**src/rtl/cp0_regfile.sv**
```systemverilog
// ---------------------------------------------------------------------------
// cp0_regfile
//
// Coprocessor-0 register file. Receives the resolved exception from the
// MEM-stage exception unit. On an exception or ERET strobe it commits the
// architectural exception state: EPC, Cause.BD, Cause.ExcCode, Status.EXL
// and BadVAddr. It also runs the Count/Compare timer and samples the
// hardware interrupt lines. It serves MFC0 reads and gives the exception
// unit its live view of Status/Cause/EPC. On exception or ERET it redirects
// fetch in the same cycle.
//
// Ports
//   clk                  clock
//   rst                  asynchronous active-low reset
//   CP0RegWr_i           MTC0 write enable (WB stage)
//   CP0RegWrAddr_i[4:0]  MTC0 register number
//   CP0RegWrData_i[31:0] MTC0 write data
//   CP0RegRdAddr_i[4:0]  MFC0 register number
//   ExceptType_i[8:0]    one-hot-ish exception flags; lowest set bit wins
//   IsExceptionorEret_i  00 none, 01 exception, 10 eret, 11 none
//   IsDelaySlot_i        faulting instruction sits in a branch delay slot
//   CurrentPC_i[31:0]    PC of the faulting instruction
//   BadVAddr_i[31:0]     faulting address for address-error exceptions
//   HwInt_i[5:0]         hardware interrupt lines
//   CP0RegRdData_o       MFC0 read data (combinational)
//   CP0Status_o          Status register
//   CP0Cause_o           Cause register
//   CP0Epc_o             EPC register
//   Redirect_o           fetch redirect this cycle
//   RedirectPC_o         redirect target
//   TimerInt_o           Cause.TI
// ---------------------------------------------------------------------------
module cp0_regfile #(
  parameter logic [31:0] EXC_VECTOR   = 32'hBFC0_0380,
  parameter logic [31:0] STATUS_RESET = 32'h0040_0000
) (
  input  logic        clk,
  input  logic        rst,
  input  logic        CP0RegWr_i,
  input  logic [4:0]  CP0RegWrAddr_i,
  input  logic [31:0] CP0RegWrData_i,
  input  logic [4:0]  CP0RegRdAddr_i,
  input  logic [8:0]  ExceptType_i,
  input  logic [1:0]  IsExceptionorEret_i,
  input  logic        IsDelaySlot_i,
  input  logic [31:0] CurrentPC_i,
  input  logic [31:0] BadVAddr_i,
  input  logic [5:0]  HwInt_i,
  output logic [31:0] CP0RegRdData_o,
  output logic [31:0] CP0Status_o,
  output logic [31:0] CP0Cause_o,
  output logic [31:0] CP0Epc_o,
  output logic        Redirect_o,
  output logic [31:0] RedirectPC_o,
  output logic        TimerInt_o
);

  localparam logic [4:0] REG_BADVADDR = 5'd8;
  localparam logic [4:0] REG_COUNT    = 5'd9;
  localparam logic [4:0] REG_COMPARE  = 5'd11;
  localparam logic [4:0] REG_STATUS   = 5'd12;
  localparam logic [4:0] REG_CAUSE    = 5'd13;
  localparam logic [4:0] REG_EPC      = 5'd14;

  localparam logic [1:0] EV_EXC  = 2'b01;
  localparam logic [1:0] EV_ERET = 2'b10;

  // Exception decode: {address_error, code_valid, exc_code[4:0]}.
  // The lowest set bit wins. The eret flag on its own carries no ExcCode,
  // so code_valid stays low and ExcCode holds.
  function automatic logic [6:0] exc_decode(input logic [8:0] t);
    logic [6:0] r;
    casez (t)
      9'b????????1: r = {1'b0, 1'b1, 5'h00};  // Interrupt
      9'b???????10: r = {1'b1, 1'b1, 5'h04};  // WrongAddressinIF
      9'b??????100: r = {1'b0, 1'b1, 5'h0A};  // ReservedInstruction
      9'b?????1000: r = {1'b0, 1'b1, 5'h08};  // Syscall
      9'b????10000: r = {1'b0, 1'b1, 5'h09};  // Break
      9'b???100000: r = {1'b0, 1'b1, 5'h0C};  // Overflow
      9'b??1000000: r = {1'b1, 1'b1, 5'h05};  // WrWrongAddressinMEM
      9'b?10000000: r = {1'b1, 1'b1, 5'h04};  // RdWrongAddressinMEM
      9'b100000000: r = {1'b0, 1'b0, 5'h00};  // Eret flag only
      default:      r = {1'b0, 1'b0, 5'h00};
    endcase
    return r;
  endfunction

  // Architectural state: only the implemented bit-fields are stored.
  logic [7:0]  im_q, im_d;
  logic        exl_q, exl_d;
  logic        ie_q, ie_d;
  logic        bd_q, bd_d;
  logic        ti_q, ti_d;
  logic [5:0]  ip_hw_q, ip_hw_d;
  logic [1:0]  ip_sw_q, ip_sw_d;
  logic [4:0]  exc_code_q, exc_code_d;
  logic [31:0] epc_q, epc_d;
  logic [31:0] count_q, count_d;
  logic [31:0] compare_q, compare_d;
  logic [31:0] badvaddr_q, badvaddr_d;
  logic        tick_q, tick_d;
  // Set once Compare has been written. This lets Compare==0 match after
  // software programs it, without a spurious match straight out of reset.
  logic        armed_q, armed_d;

  logic        wr_count_s, wr_compare_s, wr_status_s, wr_cause_s, wr_epc_s;
  logic        exc_s, eret_s;
  logic        exl_pre_s;
  logic [31:0] epc_mtc0_s;
  logic        timer_match_s;
  logic [6:0]  exc_info_s;
  logic [31:0] status_s, cause_s;
  logic [31:0] rd_data_s;
  logic        redirect_s;
  logic [31:0] redirect_pc_s;

  assign wr_count_s   = CP0RegWr_i && (CP0RegWrAddr_i == REG_COUNT);
  assign wr_compare_s = CP0RegWr_i && (CP0RegWrAddr_i == REG_COMPARE);
  assign wr_status_s  = CP0RegWr_i && (CP0RegWrAddr_i == REG_STATUS);
  assign wr_cause_s   = CP0RegWr_i && (CP0RegWrAddr_i == REG_CAUSE);
  assign wr_epc_s     = CP0RegWr_i && (CP0RegWrAddr_i == REG_EPC);

  assign exc_s  = (IsExceptionorEret_i == EV_EXC);
  assign eret_s = (IsExceptionorEret_i == EV_ERET);

  // The MTC0 comes from the older WB instruction, so its effect is applied
  // before the exception logic looks at EXL or EPC.
  assign exl_pre_s  = wr_status_s ? CP0RegWrData_i[1] : exl_q;
  assign epc_mtc0_s = wr_epc_s ? CP0RegWrData_i : epc_q;

  assign timer_match_s = (count_q == compare_q) &&
                         ((compare_q != 32'd0) || armed_q);

  assign exc_info_s = exc_decode(ExceptType_i);

  assign status_s = {9'd0, 1'b1, 6'd0, im_q, 6'd0, exl_q, ie_q};
  assign cause_s  = {bd_q, ti_q, 14'd0, ip_hw_q, ip_sw_q, 1'b0, exc_code_q, 2'd0};

  // Next state for the timer, the TI flag and the interrupt-pending bits.
  always_comb begin
    tick_d    = ~tick_q;
    armed_d   = armed_q;
    compare_d = compare_q;
    ti_d      = ti_q;
    if (wr_count_s) begin
      count_d = CP0RegWrData_i;
    end else if (tick_q) begin
      count_d = count_q + 32'd1;
    end else begin
      count_d = count_q;
    end
    // A Compare write clears TI even when Count matches in the same cycle.
    if (wr_compare_s) begin
      compare_d = CP0RegWrData_i;
      armed_d   = 1'b1;
      ti_d      = 1'b0;
    end else if (timer_match_s) begin
      ti_d = 1'b1;
    end else begin
      ti_d = ti_q;
    end
    // IP7 carries the timer interrupt ORed with the top hardware line.
    ip_hw_d = {HwInt_i[5] | ti_q, HwInt_i[4:0]};
    if (wr_cause_s) begin
      ip_sw_d = CP0RegWrData_i[9:8];
    end else begin
      ip_sw_d = ip_sw_q;
    end
  end

  // Next state for Status, EPC, Cause.BD/ExcCode and BadVAddr.
  // MTC0 is applied first; an exception or ERET then overrides it.
  always_comb begin
    if (wr_status_s) begin
      im_d = CP0RegWrData_i[15:8];
      ie_d = CP0RegWrData_i[0];
    end else begin
      im_d = im_q;
      ie_d = ie_q;
    end
    exl_d      = exl_pre_s;
    epc_d      = epc_mtc0_s;
    bd_d       = bd_q;
    exc_code_d = exc_code_q;
    badvaddr_d = badvaddr_q;
    if (exc_s) begin
      exl_d = 1'b1;
      if (exc_info_s[5]) begin
        exc_code_d = exc_info_s[4:0];
      end else begin
        exc_code_d = exc_code_q;
      end
      // A nested exception (EXL already set) keeps the original return
      // point and its delay-slot flag.
      if (!exl_pre_s) begin
        epc_d = IsDelaySlot_i ? (CurrentPC_i - 32'd4) : CurrentPC_i;
        bd_d  = IsDelaySlot_i;
      end else begin
        epc_d = epc_mtc0_s;
        bd_d  = bd_q;
      end
      if (exc_info_s[6]) begin
        badvaddr_d = BadVAddr_i;
      end else begin
        badvaddr_d = badvaddr_q;
      end
    end else if (eret_s) begin
      exl_d = 1'b0;
    end else begin
      exl_d = exl_pre_s;
    end
  end

  // State registers with asynchronous active-low reset.
  always_ff @(posedge clk or negedge rst) begin
    if (!rst) begin
      im_q       <= STATUS_RESET[15:8];
      exl_q      <= STATUS_RESET[1];
      ie_q       <= STATUS_RESET[0];
      bd_q       <= 1'b0;
      ti_q       <= 1'b0;
      ip_hw_q    <= 6'd0;
      ip_sw_q    <= 2'd0;
      exc_code_q <= 5'd0;
      epc_q      <= 32'd0;
      count_q    <= 32'd0;
      compare_q  <= 32'd0;
      badvaddr_q <= 32'd0;
      tick_q     <= 1'b0;
      armed_q    <= 1'b0;
    end else begin
      im_q       <= im_d;
      exl_q      <= exl_d;
      ie_q       <= ie_d;
      bd_q       <= bd_d;
      ti_q       <= ti_d;
      ip_hw_q    <= ip_hw_d;
      ip_sw_q    <= ip_sw_d;
      exc_code_q <= exc_code_d;
      epc_q      <= epc_d;
      count_q    <= count_d;
      compare_q  <= compare_d;
      badvaddr_q <= badvaddr_d;
      tick_q     <= tick_d;
      armed_q    <= armed_d;
    end
  end

  // MFC0 read mux; unimplemented register numbers read as zero.
  always_comb begin
    case (CP0RegRdAddr_i)
      REG_BADVADDR: rd_data_s = badvaddr_q;
      REG_COUNT:    rd_data_s = count_q;
      REG_COMPARE:  rd_data_s = compare_q;
      REG_STATUS:   rd_data_s = status_s;
      REG_CAUSE:    rd_data_s = cause_s;
      REG_EPC:      rd_data_s = epc_q;
      default:      rd_data_s = 32'd0;
    endcase
  end

  // Same-cycle fetch redirect. ERET returns through EPC, forwarding a
  // same-cycle MTC0 to EPC.
  always_comb begin
    case (IsExceptionorEret_i)
      EV_EXC: begin
        redirect_s    = 1'b1;
        redirect_pc_s = EXC_VECTOR;
      end
      EV_ERET: begin
        redirect_s    = 1'b1;
        redirect_pc_s = epc_mtc0_s;
      end
      default: begin
        redirect_s    = 1'b0;
        redirect_pc_s = 32'd0;
      end
    endcase
  end

  assign CP0RegRdData_o = rd_data_s;
  assign CP0Status_o    = status_s;
  assign CP0Cause_o     = cause_s;
  assign CP0Epc_o       = epc_q;
  assign Redirect_o     = redirect_s;
  assign RedirectPC_o   = redirect_pc_s;
  assign TimerInt_o     = ti_q;

endmodule

```
**config.mk**
```make
export PLATFORM = sky130hd
export DESIGN_NAME = cp0_regfile
export DESIGN_NICKNAME = d
export VERILOG_FILES = /design/src/rtl/cp0_regfile.sv
export SDC_FILE = /design/constraint.sdc
export NUM_CORES = 1
export LEC_CHECK = 0
export BUFFER_PORTS_ARGS = -buffer_cell sky130_fd_sc_hd__buf_2
export CAP_MARGIN = 20
export CORE_ASPECT_RATIO = 1.5
export CORE_MARGIN = 1.5
export CORE_UTILIZATION = 45
export CTS_CLUSTER_SIZE = 12
export DETAILED_ROUTE_END_ITERATION = 12
export GPL_ROUTABILITY_DRIVEN = 0
export GPL_TIMING_DRIVEN = 0
export PLACE_DENSITY = 0.73
export SLEW_MARGIN = 20
export SYNTH_ARGS = -nofsm -noshare
export SYNTH_HDL_FRONTEND = slang
export SYNTH_SLANG_ARGS = --single-unit
```
**constraint.sdc**
```tcl
create_clock -name clk -period 1.9 [get_ports clk]
set_input_delay 0.19 -clock clk [delete_from_list [all_inputs] [get_ports clk]]
set_output_delay 0.19 -clock clk [all_outputs]
set_load 0.005 [all_outputs]
```
## Word level (Yosys, flattened, before mapping)

Cells that the tools add are included.

- Add/subtract/negate cells: 2
- Equal/unequal tests: 21
- Multiplexer cells: 15
- Bitwise logic cells: 3
- Reduce and logical (&&, ||, !) cells: 15

Operator list:

| cell | count |
|---|---|
| $mux W32 | 6 |
| $pmux W32 S6 | 1 |
| $pmux W32 S2 | 1 |
| $eq A5 B4 Y1 const B | 11 |
| $pmux W7 S7 | 1 |
| $add A32 B1 Y32 const B | 1 |
| $eq A32 B32 Y1 | 1 |
| $reduce_bool A32 Y1 | 1 |
| $sub A32 B3 Y32 const B | 1 |
| $eq A8 B8 Y1 const B | 1 |
| $eq A7 B7 Y1 const B | 1 |
| $eq A6 B6 Y1 const B | 1 |
| $logic_and A1 B1 Y1 | 6 |
| $mux W1 | 6 |
| $reduce_and A2 Y1 | 3 |
| $eq A5 B5 Y1 const B | 1 |
| $eq A2 B2 Y1 const B | 2 |
| $eq A4 B4 Y1 const B | 1 |
| $reduce_bool A2 Y1 | 2 |
| $reduce_or A2 Y1 | 2 |
| $eq A3 B3 Y1 const B | 1 |
| $eq A2 B1 Y1 const B | 1 |
| $not A1 Y1 | 2 |
| $logic_or A1 B1 Y1 | 1 |
| $or A1 B1 Y1 | 1 |

- Flip-flop bits (word level): 155
- Input bits: 127
- Logic and storage cells: 70

## Depth between registers and ports, before layout

- Depth after elaboration: 5
- Gate-level depth with buffers: 7
- Mapped depth without buffers: 6

## Worst setup path after synthesis

No wires, ideal clock.

- Path kind: input to register
- Start point: in CP0RegWrAddr_i[4]
- End point: reg bd_q
- Setup time: 0.125 ns
- Data arrival time: 1.594 ns
- Data required time: 1.775 ns
- Path slack: 0.181 ns
- Stages: 6
- Cells stage by stage: nand4b_1 > nor3_4 > mux2i_1 > and2_1 > buf_6 > mux2_2

- Word-level cells in the longest chain between the ends: 5

Ends and longest elaborated chain:

| what | RTL line | source |
|---|---|---|
| start, declared | 40 | `input logic [4:0] CP0RegWrAddr_i,` |
| $eq A5 B4 Y1 | 119 | `assign wr_status_s = CP0RegWr_i && (CP0RegWrAddr_i == REG_STATUS);` |
| $logic_and A1 B1 Y1 | 119 |  |
| $mux W1 | 128 | `assign exl_pre_s = wr_status_s ? CP0RegWrData_i[1] : exl_q;` |
| $not A1 Y1 (no source line) | - |  |
| $reduce_and A2 Y1 (no source line) | - |  |
| end signal, assigned | 220 | `bd_q <= 1'b0;` |
| end signal, assigned | 235 | `bd_q <= bd_d;` |
| end, declared | 92 | `logic bd_q, bd_d;` |

No other way between the ends.
A chain may end at the register's enable or synchronous reset.

## Final worst setup path

- Start point: in CP0RegRdAddr_i[4]
- End point: out CP0RegRdData_o[15]

- Word-level cells in the longest chain between the ends: 2
- Elaborated cells between the ends (all ways): 7
- Those cells by class: eq/ne (6); mux (1)

Ends and longest elaborated chain:

| what | RTL line | source |
|---|---|---|
| start, declared | 42 | `input logic [4:0] CP0RegRdAddr_i,` |
| $eq A5 B4 Y1 | 251 | `case (CP0RegRdAddr_i)` |
| $pmux W32 S6 * | 251 |  |
| end, declared | 49 | `output logic [31:0] CP0RegRdData_o,` |

Every way passes the cells marked *; elsewhere a longest branch is shown, timed or not.

==> flow_metrics.env <==
export IMPL_synthTopCellsByCount="dfrtp_1, xor2_1, mux2_2, nor2_1, mux2i_1"
export IMPL_cp_arrival_ps=1700
export IMPL_p_sw_frac=0.3242
export IMPL_p_per_area_nw_per_um2=977.1
export IMPL_root_buffer="clkbuf_16"
export IMPL_cts_buffers=17
export IMPL_dieArea_um2=20940
export IMPL_crit_required_ps=1710
export IMPL_route_vias_total=8575
export IMPL_grt_usage=0.3063
export IMPL_n_antenna_cell=0
export IMPL_cellLeakagePower_nw=5.731
export IMPL_p_clk_frac=0.331
export IMPL_min_period_over_period=0.9938
export IMPL_cp_start_kind="primary input"
export IMPL_path_class="primary input to output port"
export IMPL_wl_per_cell_um=21.64
export IMPL_mappedNetlistArea_um2=9027
export IMPL_grt_pass1_wl_um=48180
export IMPL_power_frac_seq=0.431
export IMPL_drive_gt1_frac=0.3845
export IMPL_wl_um=32410
export IMPL_io_buffers=246
export IMPL_maxCapViolations=0
export IMPL_netlist_cell_type_count=46
export IMPL_ys_flop_type="dfrtp_1"
export IMPL_fp_dieW_um=118.6
export IMPL_min_delay_path_depth=2
export IMPL_clock_skew_ps=8.948
export IMPL_crit_path_end_kind="output port"
export IMPL_reg2reg_to="count_q[24]$_DFFE_PN0P_"
export IMPL_grt_pass1_vias=8487
export IMPL_status="finished, final reports clean"
export IMPL_drc=0
export IMPL_cp_slowest_cell="buf_2"
export IMPL_hold_path_end="badvaddr_q[16]$_DFFE_PN0P_"
export IMPL_maxSlewViolCount=0
export IMPL_synth_warnings=0
export IMPL_core_um2=19710
export IMPL_ys_seq_area_frac=0.4269
export IMPL_initial_core_util=0.4581
export IMPL_postSynthCellCount=878
export IMPL_ant_nets=0
export IMPL_total_power_mw=11.88
export IMPL_min_delay_start="BadVAddr_i[16]"
export IMPL_hp_class="primary input to flip-flop"
export IMPL_ir_drop_mv=0.5932
export IMPL_gr_total_overflow=0
export IMPL_slew_headroom=0.5290
export IMPL_r2r_setup_slack_ps=50
export IMPL_synth_most_common_cell="dfrtp_1"
export IMPL_max_clock_path_buffers=2
export IMPL_cts_sinks=154
export IMPL_viasPerCell=5.724
export IMPL_ioPinCount=289
export IMPL_insertion_delay_ps=440
export IMPL_ys_ff_latch=154
export IMPL_first_pass_iters=7
export IMPL_worstMarginPinSlew_ps=703.5
export IMPL_antenna_found_initial=0
export IMPL_dp_hpwl_um=24060
export IMPL_synth_top_cell_area_share=0.4269
export IMPL_synthArstFlopShare=1.000
export IMPL_fmax_mhz=529.6
export IMPL_post_route_min_period_ps=1888
export IMPL_drt_iter0_markers=805
export IMPL_rr_startpoint="count_q[9]$_DFFE_PN0P_"
export IMPL_grt_start_max_net_pins=84
export IMPL_synth_avg_cell_area_um2=10.28
export IMPL_p_comb_frac=0.238
export IMPL_ctsHtreeMaxLevel=4
export IMPL_rr_worst_depth=6
export IMPL_switchingPower_mw=3.851
export IMPL_crit_family="simple AND/OR/NAND/NOR gates"
export IMPL_crit_buf_inv=3
export IMPL_cts_tree="built"
export IMPL_yosysTopAreaCell="dfrtp_1"
export IMPL_clk_pin_slew_worst_paths_ps=60
export IMPL_crit_fanout=10
export IMPL_setup_viol=0
export IMPL_layout_nets=1356
export IMPL_num_rows=63
export IMPL_die_h_um=176.5
export IMPL_setup_tns_ps=0
export IMPL_hold_violations=0
export IMPL_syn2layout_area_growth_pct=34.68
export IMPL_critical_path_cell_chain="buf_2 > nand3b_1 > nor2_2 > buf_2 > a22oi_1 > nand3_1 > buf_2"
export IMPL_rsz0062_at_grt="true"
export IMPL_timing_critical_path_mode_cell="buf_2"
export IMPL_synth_edf_count=0
export IMPL_slowest_delay_ps=380
export IMPL_yosys_top_cells_area="dfrtp_1, mux2_2, xor2_1"
export IMPL_p_int_mw=8.028
-- worst register-to-register path: cells and delay by family, from the launching register on --
kind	cells	cell delay, ps
AOI/OAI and AO/OA	1	110
xor gates and xnor gates	1	220
buffers and inverters	1	180
DFF	1	550
and+or+nand+nor	3	650
-- how the worst max path moves through the flow --
stage | end | from | slack [ps] | cells past startpoint
finish | CP0RegRdData_o[15] | CP0RegRdAddr_i[4] | 10 | 7
global route | RedirectPC_o[30] | CP0RegWrAddr_i[4] | -50 | 8
CTS | CP0Epc_o[20]$_DFF_PN0_ | CP0RegWrAddr_i[4] | 10 | 9
detailed placement | CP0RegRdData_o[31] | CP0RegRdAddr_i[2] | -860 | 7
global placement | ip_hw_q[5]$_DFF_PN0_ | rst | -1670 | 1
floorplan | bd_q$_DFFE_PN0P_ | CP0RegWrAddr_i[4] | 180 | 6
-- flip-flops by register name, indices dropped and copies added, names as in the netlist, 2 cells and up --
signal      flops
ip_sw_q         2
im_q            8
compare_q      32
CP0Epc_o       32
exc_code_q      4
badvaddr_q     32
count_q        32
ip_hw_q         6
-- per-layer routing --
layer | vias to the layer above | GRT usage | part of all wire
met5 | - | 0 | 0
met4 | 0 | 0.1792 | 0.061
met3 | 145 | 0.06331 | 0.075
met2 | 513 | 0.5402 | 0.51
met1 | 4147 | 0.3413 | 0.36
li1 | 3770 | - | -
-- stage by stage --
step           setup WS, ps  instances  utilization  cell area, um2  hold slack [ps]
4_1_cts               10.34       1499       0.6126           12070            2.166
3_5_place_dp         -855.9       1423       0.5462           10760            191.6
5_1_grt              -52.40       1498       0.6170           12160            16.12
2_1_floorplan         181.3        916            -            9170           -105.6
6_report              11.85       1498       0.6170           12160            18.62
3_3_place_gp          -1673       1422       0.5443           10730            299.2
-- cells in the final DEF, fill, tap and decap left out, types with 4 or more instances in the layout --
| cell | count |
|---|---|
| conb_1 | 40 |
| or3_1 | 6 |
| a22oi_1 | 62 |
| clkbuf_1 | 11 |
| nand3_1 | 28 |
| clkbuf_8 | 5 |
| and2_1 | 4 |
| inv_1 | 11 |
| mux2_2 | 76 |
| buf_6 | 5 |
| buf_2 | 250 |
| o21ai_0 | 15 |
| xor2_1 | 78 |
| nor2_1 | 73 |
| nand2_1 | 46 |
| mux2i_1 | 59 |
| and3_1 | 7 |
| xnor2_1 | 13 |
| mux2i_2 | 5 |
| nor3_4 | 6 |
| ha_1 | 4 |
| clkbuf_2 | 7 |
| dlygate4sd3_1 | 37 |
| nor3_1 | 8 |
| a222oi_1 | 9 |
| clkbuf_16 | 17 |
| dfrtp_1 | 152 |
| clkbuf_4 | 7 |
| bufinv_16 | 6 |
| nor4_1 | 15 |
| buf_4 | 59 |
| nand4b_1 | 5 |
| nand4_1 | 24 |
| a21oi_1 | 34 |
-- cells by family after synthesis --
| group | synth area share |
|---|---|
| xor+xnor | 0.08926 |
| simple gates | 0.1477 |
| buf+inv | 0.06764 |
| other cells | 0.0008319 |
| flops | 0.4269 |
| compound gates | 0.09411 |
| mux | 0.1680 |
| fa+ha+maj | 0.005544 |
-- timing repair --
action                                  4_1_cts  5_1_grt
endpoints found under the setup margin       87      118
pin swaps                                     5       10
buffers inserted                              9        3
gates resized for setup                      59       26
hold buffers                                 37        0
endpoints found under the hold margin       107        0
cloned                                        1        0
-- cell type report --
class                   count  area, um2
fillers                  1660       7548
clock inverters            11      216.5
flip-flops and latches    154       3856
repair buffers            297       1753
multi-input cells         656       4855
inverters                  11      41.29
clock buffers              21      460.4
well taps                 260      325.3
plain buffers              88      650.6
-- power groups by stage --
stage | combinational [mW] | clock (mW) | sequential (mW)
after floorplan | 1.66 | 0 | 4.70
after global placement | 2.65 | 0 | 4.97
after detailed placement | 2.71 | 0 | 4.99
after CTS | 2.79 | 3.95 | 5.01
after global routing | 3.06 | 4.09 | 5.17
final | 2.83 | 3.94 | 5.12
Note: power is estimated with default switching activity, not from simulation.
